### config.mk
export PLATFORM = sky130hd
export DESIGN_NAME = trig_sequencer
export DESIGN_NICKNAME = d
export VERILOG_FILES = /design/src/rtl/trig_sequencer.sv
export SDC_FILE = /design/constraint.sdc
export NUM_CORES = 1
export LEC_CHECK = 0
export BUFFER_PORTS_ARGS = -buffer_cell sky130_fd_sc_hd__buf_4
export CORE_MARGIN = 2
export CORE_UTILIZATION = 31
export DETAILED_ROUTE_END_ITERATION = 7
export SETUP_SLACK_MARGIN = 0.15
export SYNTH_ARGS = -nofsm -noshare
export SYNTH_HDL_FRONTEND = slang
export SYNTH_SLANG_ARGS = --single-unit
### constraint.sdc
create_clock -name clk -period 12.98 [get_ports clk]
set_clock_uncertainty 0.05 [all_clocks]
set_input_delay 3.894 -clock clk [delete_from_list [all_inputs] [get_ports clk]]
set_output_delay 3.894 -clock clk [all_outputs]
set_load 0.02 [all_outputs]
### src/rtl/trig_sequencer.sv
// rtl/trig_sequencer.sv - Queues grid rotation requests and replays them as spaced trigger pulses.
module trig_sequencer #(
  parameter int DEPTH = 8,
  parameter int GAP   = 1,
  parameter int CW    = 16
) (
  input  logic                     clk,
  input  logic                     rst,
  input  logic                     req_valid,
  output logic                     req_ready,
  input  logic [CW-1:0]            req_x,
  input  logic [CW-1:0]            req_y,
  input  logic [1:0]               req_rot,
  input  logic                     flush,
  output logic                     trig_en,
  output logic [CW-1:0]            trig_x,
  output logic [CW-1:0]            trig_y,
  output logic                     busy,
  output logic                     overflow,
  output logic [$clog2(DEPTH):0]   level
);

  localparam int AW = $clog2(DEPTH);
  localparam int GW = (GAP > 1) ? $clog2(GAP) : 1;
  localparam int EW = 2 * CW + 2;

  localparam logic [1:0] IDLE   = 2'd0;
  localparam logic [1:0] PULSE  = 2'd1;
  localparam logic [1:0] ST_GAP = 2'd2;

  logic [EW-1:0]   fifo_mem [DEPTH];
  logic [AW-1:0]   wr_ptr_q, wr_ptr_d;
  logic [AW-1:0]   rd_ptr_q, rd_ptr_d;
  logic [AW:0]     level_q, level_d;
  logic            overflow_q, overflow_d;
  logic [1:0]      state_q, state_d;
  logic [1:0]      rem_q, rem_d;
  logic [GW-1:0]   gcnt_q, gcnt_d;
  logic [CW-1:0]   cur_x_q, cur_x_d;
  logic [CW-1:0]   cur_y_q, cur_y_d;

  logic            full;
  logic            push;
  logic            pop;
  logic [EW-1:0]   head;

  assign full = (level_q == (AW+1)'(DEPTH));
  assign head = fifo_mem[rd_ptr_q];
  // Zero-rotation requests are acknowledged but never stored.
  assign push = req_valid && !full && !flush && (req_rot != 2'd0);
  assign pop  = (state_q == IDLE) && (level_q != '0) && !flush;

  always_comb begin
    wr_ptr_d   = wr_ptr_q;
    rd_ptr_d   = rd_ptr_q;
    level_d    = level_q;
    overflow_d = overflow_q;
    state_d    = state_q;
    rem_d      = rem_q;
    gcnt_d     = gcnt_q;
    cur_x_d    = cur_x_q;
    cur_y_d    = cur_y_q;

    if (push) wr_ptr_d = wr_ptr_q + 1'b1;
    if (pop)  rd_ptr_d = rd_ptr_q + 1'b1;
    case ({push, pop})
      2'b10:   level_d = level_q + 1'b1;
      2'b01:   level_d = level_q - 1'b1;
      default: level_d = level_q;
    endcase
    if (req_valid && full) overflow_d = 1'b1;

    case (state_q)
      IDLE: begin
        if (pop) begin
          cur_x_d = head[EW-1 -: CW];
          cur_y_d = head[CW+1 -: CW];
          rem_d   = head[1:0];
          state_d = PULSE;
        end
      end
      PULSE: begin
        rem_d = rem_q - 2'd1;
        if (GAP > 0) begin
          state_d = ST_GAP;
          gcnt_d  = GW'(GAP - 1);
        end else if (rem_q > 2'd1) begin
          state_d = PULSE;
        end else begin
          state_d = IDLE;
        end
      end
      ST_GAP: begin
        if (gcnt_q == '0) state_d = (rem_q != 2'd0) ? PULSE : IDLE;
        else              gcnt_d  = gcnt_q - 1'b1;
      end
      default: state_d = IDLE;
    endcase

    if (flush) begin
      wr_ptr_d   = '0;
      rd_ptr_d   = '0;
      level_d    = '0;
      overflow_d = 1'b0;
      state_d    = IDLE;
      rem_d      = 2'd0;
      gcnt_d     = '0;
    end
  end

  always_ff @(posedge clk) begin
    if (push) fifo_mem[wr_ptr_q] <= {req_x, req_y, req_rot};
  end

  always_ff @(posedge clk or posedge rst) begin
    if (rst) begin
      wr_ptr_q   <= '0;
      rd_ptr_q   <= '0;
      level_q    <= '0;
      overflow_q <= 1'b0;
      state_q    <= IDLE;
      rem_q      <= 2'd0;
      gcnt_q     <= '0;
      cur_x_q    <= '0;
      cur_y_q    <= '0;
    end else begin
      wr_ptr_q   <= wr_ptr_d;
      rd_ptr_q   <= rd_ptr_d;
      level_q    <= level_d;
      overflow_q <= overflow_d;
      state_q    <= state_d;
      rem_q      <= rem_d;
      gcnt_q     <= gcnt_d;
      cur_x_q    <= cur_x_d;
      cur_y_q    <= cur_y_d;
    end
  end

  // Pulse outputs decode straight from registers so the grid never sees glitches.
  assign trig_en   = (state_q == PULSE);
  assign trig_x    = trig_en ? cur_x_q : '0;
  assign trig_y    = trig_en ? cur_y_q : '0;
  assign busy      = (state_q != IDLE) || (level_q != '0);
  assign overflow  = overflow_q;
  assign level     = level_q;
  assign req_ready = !full;

endmodule
**After elaboration in Yosys (flattened, before gate mapping)**

Memories as Yosys holds them, arrays and structs flattened.
Index checks and enable logic that the tools add are counted.

- Flip-flop bits (word level): 48
- Latch bits: 0
- RAM bits: 272
- Memory bits (read-only): 0
- Input port bits: 38
- Word-level logic and storage cells: 69
- Memories: 1

Memories:

| memory | depth | bits a word | read ports | clocked after Yosys merged registers in | write ports | RTL line | text |
|---|---|---|---|---|---|---|---|
| fifo_mem | 8 | 34 | 1 | 0 | 1 | 31 | `logic [EW-1:0] fifo_mem [DEPTH];` |

- $add $sub $neg: 6
- Multipliers: 0
- Div/mod/pow operators: 0
- $lt $le $gt $ge: 0
- Eq/ne operators: 7
- Shift operators: 0
- Mux-type cells: 23
- Bitwise gates (word level): 0
- Reductions and logical operators: 23

Operators by type and width:

| kind | number |
|---|---|
| 2-to-1 mux 16 bit | 2 |
| 2-to-1 mux 3 bit | 4 |
| nonzero test 2 bit | 6 |
| 2-to-1 mux 2 bit | 5 |
| nonzero test 3 bit | 3 |
| one-hot mux 4 bit (2 select lines) | 1 |
| 2-to-1 mux 1 bit | 7 |
| adder 3 x 1 -> 3 bit, second input constant | 2 |
| logical AND 1 bit | 6 |
| != test 3 bit, second input constant | 2 |
| one-hot mux 2 bit (3 select lines) | 1 |
| AND reduction 2 bit | 3 |
| adder 4 x 1 -> 4 bit, second input constant | 1 |
| == test 2 x 1 -> 1 bit, second input constant | 2 |
| == test 2 bit, second input constant | 2 |
| == test 4 bit, second input constant | 1 |
| 2-to-1 mux 4 bit | 1 |
| one-hot mux 2 bit (2 select lines) | 1 |
| nonzero test 4 bit | 1 |
| subtractor 4 x 1 -> 4 bit, second input constant | 1 |
| logical NOT 1 bit | 2 |
| logical NOT 2 bit | 1 |
| one-hot mux 1 bit (2 select lines) | 1 |
| subtractor 2 x 1 -> 2 bit, second input constant | 1 |
| other kinds (2) | 2 |

**Longest topological paths before layout**

Gate-level depths: netlist of the first run.

- Word-level depth: 8
- Mapped depth: 13
- Gate-level depth less buffers: 11

**Least setup slack after synthesis of the first run**

Ideal clock, no wire load.

- Path type: in2reg
- Start point: input flush
- End point: memory fifo_mem[4][0] (netlist name) (enable)
- Setup time: 475 ps
- Arrival: 7307 ps
- Slack: 5148 ps
- Cell stages on the path: 4
- Path buffers: 0
- Path through: nand2b_1 > nor3_2 > or2b_1 > nor3b_1

- Cells in the longest elaborated chain, start to end: 5

Ends and longest elaborated chain:

| what | RTL line | text |
|---|---|---|
| from (decl) | 14 | `input logic flush,` |
| logical NOT 1 bit | 50 | `assign push = req_valid && !full && !flush && (req_rot != 2'd0);` |
| logical AND 1 bit (2 in a row) | 50 |  |
| 2-to-1 mux 1 bit | 112 | `if (push) fifo_mem[wr_ptr_q] <= {req_x, req_y, req_rot};` |
| 2-to-1 mux 1 bit (not written as such) | 112 |  |
| to (decl) | 31 |  |

Every way passes these cells.

**Final worst setup path of the first run**

- Start point: register state_q[1]
- End point: output trig_x[12]

- Cells in the longest elaborated chain, start to end: 2

Ends and longest elaborated chain:

| what | RTL line | text |
|---|---|---|
| from (decl) | 36 | `logic [1:0] state_q, state_d;` |
| from (signal assigned) | 131 | `state_q <= state_d;` |
| == test 2 x 1 -> 1 bit | 140 | `assign trig_en = (state_q == PULSE);` |
| 2-to-1 mux 16 bit | 141 | `assign trig_x = trig_en ? cur_x_q : '0;` |
| to (decl) | 16 | `output logic [CW-1:0] trig_x,` |

Every way passes these cells.

==> results.tsv, run 1 <==
metric	value	unit
status	finished clean	
syn_nets	684	
tightest_slew	1.020	ns
synthesis.instances	641	
fmax	158.3	MHz
synth_edf_count	272	
design_power_total	2.773	mW
dpl.cell_count	1225	
cp_top_family	buffers and inverters	
ys_seq_area_share	75.12	%
clk_latency	0.50	ns
cts-root-buf	clkbuf_16	
combPwrFrac	20.5	%
powerDensity	187.9	nW/um^2
max-clock-path-buffers	3	
drt_iter0_markers	341	
tns	0	ns
netlist_area	12440	um^2
path_clk_slew	0.06	ns
synthArstFlopShare	14.73	%
core	39640	um^2
fin_area	14760	um^2
grt_pass1_vias	6299	
dpl_worst_slack	6.468	ns
gp_congestion	0.7162	
fillers	3687	
crit_required	9.04	ns
cp_slowest_cell	inv_1	
fin_nets	779	
endpoint_kind	output port	
cts_sinks	319	
cts_resized	0	
p_seq_share	45.8	%
final_hold_viol_count	0	
drive_gt1_share	29.38	%
netlist_top_cells_area	edfxtp_1, mux4_2, dfrtp_1, mux2i_1, and2_1	
final_core_util	37.23	%
vias	5955	
cts_tree	built	
cts-buffers-inserted	34	
cp_num_buf_inv	3	
syn_to_final_growth	18.65	%
maxSlewViolCount	0	
drc	0	
crit_top_cell	buf_4	
yosys_warnings	0	
internal_power	2.020	mW
postCtsSetupBuffers	0	
synth_top_cell_area_share	65.67	%
ys_ff_latch	319	
hold_ws	0.4179	ns
design.die.area	41740	um^2
setup_viol	0	
grt_pass1_wl	38.18	mm
dpl.hpwl	14.20	mm
maxSlewHeadroom	32.02	%
period_needed	6.317	ns
dpl_cell_area	13680	um^2
hp-class	flip-flop to flip-flop	
antenna_found_initial	2	
layout_setup_ws	6.663	ns
rsz0062_at_grt	no	
synth.avg_cell_area	19.40	um^2
wl	24.76	mm
viasPerCell	4.638	
cp_cell_sequence	nand2b_1 > inv_1 > buf_4 > and2_1 > buf_4	
p_sw	0.7525	mW
crit_fanout	19	
synth_cell_types	39	
synth_top_area_cell	edfxtp_1	
portBuffers	77	
antenna_left	0	
crit_arrival	2.37	ns
die_x	204.3	um
overflow	0	
row_count	73	
p_clk_share	33.7	%
worstSetupPathType	flip-flop to output port	
leakage	4.929	nW
peakVddDrop	129.7	uV
start_util	31.38	%
critPathLaunchType	flip-flop	
cts_hold_buf	0	
routedWlPerCell	19.29	um
grtUsageTotal	12.13	%
ys.flop_type	edfxtp_1	
max-cap-violations	0	
cts_max_level	2	
finalCritPeriodShare	48.67	%
n_antenna_cell	0	
dr.pass1.iters	5	
netlist_top_cells_count	edfxtp_1, mux4_2, dfrtp_1	
dieHeight	204.3	um
grt_max_degree	67	
io_pins	78	
fin_cells	1284	
switching_share	27.14	%
yosys.cell_count.top_type	edfxtp_1	
crit_path_max_incr_delay	0.47	ns
kinds of logic (layout without fill, tap and decap cells):
kind of cell	count (synthesis)	in the layout	synth area share, %
adder cells (fa/ha/maj)	5	5	0.5030
AO/OA/AOI/OAI	48	48	2.082
buffers and inverters	40	158	1.559
multiplexers	104	104	15.22
XOR/XNOR	7	7	0.4929
AND/OR/NAND/NOR	118	118	5.020
flip-flops	319	319	75.12
per-layer routing:
layer | wire length [um] | share of wire, % | global-route usage (%) | up-vias
li1 | - | - | - | 2711
met1 | 11160 | 45 | 16.91 | 3075
met2 | 11920 | 48 | 19.44 | 131
met3 | 1277 | 5.2 | 2.439 | 34
met4 | 377 | 1.5 | 3.157 | 4
met5 | 28 | 0.11 | 0 | -
cells in the final DEF, fill, tap and decap left out, drive strengths merged, types with 2 or more instances in the layout:
| master | n |
|---|---|
| a21oi | 4 |
| a31oi | 2 |
| and2 | 33 |
| buf | 93 |
| bufinv | 2 |
| clkbuf | 45 |
| clkinv | 12 |
| dfrtp | 47 |
| edfxtp | 272 |
| ha | 5 |
| inv | 6 |
| mux2i | 35 |
| mux4 | 68 |
| nand2 | 45 |
| nand2b | 3 |
| nor2 | 17 |
| nor2b | 2 |
| nor3 | 7 |
| nor3b | 4 |
| nor4 | 2 |
| o21ai | 37 |
| xnor2 | 3 |
| xor2 | 4 |
power groups by stage:
stage / Combinational, mW / Sequential (mW) / Clock [mW]
2_1_floorplan: 0.442 / 1.26 / 0
3_3_place_gp: 0.577 / 1.29 / 0
3_5_place_dp: 0.584 / 1.29 / 0
4_1_cts: 0.586 / 1.27 / 0.959
5_1_grt: 0.637 / 1.29 / 0.998
6_report: 0.570 / 1.27 / 0.933
final cells by class:
cell class	instances	area (um^2)	share of cell area (%)
multi-input combinational	282	2948	19.97
timing repair buffer	93	698.2	4.731
clock buffer	45	965.9	6.545
sequential	319	9350	63.36
clock inverter	14	116.4	0.7885
inverter	6	22.52	0.1526
tap	525	656.9	4.451
flip-flops by register name (all words and copies together), names as in the netlist:
name      count
rem_q         2
state_q       2
wr_ptr_q      3
overflow      1
level         4
cur_x_q      16
fifo_mem    272
rd_ptr_q      3
cur_y_q      16
tightest hold or removal path, stage by stage, from the launching register on:
cell and delay (ns):
dfrtp_1 0.33, nand2_1 0.04, o21ai_0 0.06
worst paths after layout:
path                             from               to  slack, ns  depth (start not counted)
max                        state_q[1]       trig_x[12]       6.66                          5
min                        cur_y_q[8]       cur_y_q[8]       0.42                          2
max reg2reg                  level[1]  fifo_mem[6][24]      10.02                          5
min reg2reg                cur_y_q[8]       cur_y_q[8]       0.42                          2
max in group asynchronous         rst      rd_ptr_q[0]       8.80                          3
min in group asynchronous         rst       cur_y_q[8]       3.54                          3
Power figures use the tool's default switching activity.
==> run 2: changes to the inputs <==
Clock period 12.98 ns to 6.4 ns, I/O delays scaled along.
==> run 2 against run 1 <==
  * Sequential cell count is the same
  * Power up 100%
  * Global-route usage up 0.054 points
  * Hold slack improved by 0.0048 ns
  * Count of clock-buffer cells in the layout unchanged
  * Die area unchanged
  * Routed wire length rose by 0.46%
  * Core utilization rose by 0.057 points
  * Worst setup slack worse by 4.6 ns
  * First-iteration DRC count increased by 56%
==> results.tsv, run 2 (synthesis results as in run 1) <==
metric	value	unit
status	finished clean	
gp_congestion	0.6957	
cts_max_level	2	
max-clock-path-buffers	3	
routedWlPerCell	19.27	um
largest_register_ffs	272	
drc	0	
postCtsSetupBuffers	0	
viasPerCell	4.628	
fmax	228.3	MHz
period_needed	4.380	ns
grt_max_degree	67	
maxSlewViolCount	0	
tns	0	ns
drive_gt1_share	30.07	%
dpl.hpwl	14.62	mm
drt_iter0_markers	531	
finalCritPeriodShare	68.43	%
die_x	204.3	um
mostFrequentLayoutCell	edfxtp_1	
grt_pass1_wl	38.30	mm
worstHoldStart	cur_y_q[2]	
critPathLaunchType	flip-flop	
grtUsageTotal	12.19	%
holdPathStages	2	
endpoint_kind	output port	
crit_required	4.43	ns
dr.pass1.iters	4	
row_count	73	
syn_to_final_growth	18.83	%
cp_slowest_cell	inv_1	
cts_sinks	319	
fin_nets	783	
powerDensity	379.7	nW/um^2
overflow	0	
regMostFlops	fifo_mem	
crit_fanout	19	
tightest_slew	1.042	ns
worstSetupPathType	flip-flop to output port	
r2r.worst_path.cells	5	
hold_ws	0.4227	ns
cts-buffers-inserted	35	
antenna_found_initial	1	
top_regs	fifo_mem (272), cur_x_q (16), cur_y_q (16)	
worstReg2RegEnd	fifo_mem[7][31]	
cts_hold_buf	0	
design.die.area	41740	um^2
crit_path_max_incr_delay	0.51	ns
final_hold_viol_count	0	
dieHeight	204.3	um
core	39640	um^2
cts_tree	built	
grt_pass1_vias	6267	
max-cap-violations	0	
cts-root-buf	clkbuf_16	
fillers	3700	
leakage	4.944	nW
hold_end	cur_y_q[2]	
io_pins	78	
cp_cell_sequence	nand2b_1 > inv_1 > buf_4 > and2_1 > buf_4	
hp-class	flip-flop to flip-flop	
reg2reg_slack	3.28	ns
peakVddDrop	182.1	uV
portBuffers	77	
antenna_left	0	
path_clk_slew	0.06	ns
clk_latency	0.51	ns
maxSlewHeadroom	30.54	%
rsz0062_at_grt	no	
crit_arrival	2.41	ns
wl	24.88	mm
timing.rr.start	level[1]	
cp_num_buf_inv	3	
cp_top_family	buffers and inverters	
start_util	31.38	%
final_cell_mix	edfxtp_1, buf_4, mux4_2, nand2_1, dfrtp_1	
crit_top_cell	buf_4	
setup_viol	0	
vias	5975	
cts_resized	0	
==> run 2: metal layers <==
layer / up-vias / GRT usage (%) / share of wire (%)
met4: 2 / 3.131 / 1.7
li1: 2725 / - / -
met3: 37 / 2.631 / 4.3
met1: 3106 / 17.21 / 47
met2: 105 / 19.16 / 47
met5: - / 0 / 0.044
==> run 2: worst max-delay path by stage <==
stage | from | endpoint | slack [ns] | cells past startpoint
6_report | state_q[1] | trig_x[12] | 2.02 | 5
5_1_grt | state_q[1] | trig_y[12] | 1.83 | 5
4_1_cts | state_q[1] | trig_x[12] | 1.90 | 5
3_5_place_dp | flush | fifo_mem[7][26] | 1.69 | 6
3_3_place_gp | flush | fifo_mem[7][25] | 1.79 | 6
2_1_floorplan | flush | fifo_mem[4][0] | 0.54 | 4
==> run 2: area by class of cell <==
type	instances	area, um^2	area share, %
Tap cell	525	656.9	4.444
Antenna cell	1	2.502	0.01693
Clock buffer	45	954.7	6.459
Timing Repair Buffer	96	720.7	4.876
Clock inverter	17	125.1	0.8465
Sequential cell	319	9350	63.26
Inverter	6	22.52	0.1524
Multi-Input combinational cell	282	2948	19.94
==> run 2: worst register-to-register path: stages (launching register included) <==
cell and delay, ns:
dfrtp_1 0.57, nor4b_4 0.13, nor3_2 0.59, nand2_1 0.33
nor2_4 0.81, buf_4 0.33
==> run 2: through the flow <==
step           cell area (um^2)  setup WS, ns  power (mW)  cells  util (%)
2_1_floorplan             12440        0.5419       3.445    641         -
3_3_place_gp              13700         1.790       3.797   1228     34.56
3_5_place_dp              13700         1.693       3.811   1228     34.56
4_1_cts                   14780         1.903       5.700   1290     37.28
5_1_grt                   14780         1.825       5.905   1290     37.28
6_report                  14780         2.020       5.613   1291     37.29
==> run 2: report_power, final <==
part           switching, mW  internal (mW)  leakage, nW
combinational          0.591          0.534         1.37
clock                  0.780           1.10        0.524
sequential             0.184           2.43         3.05
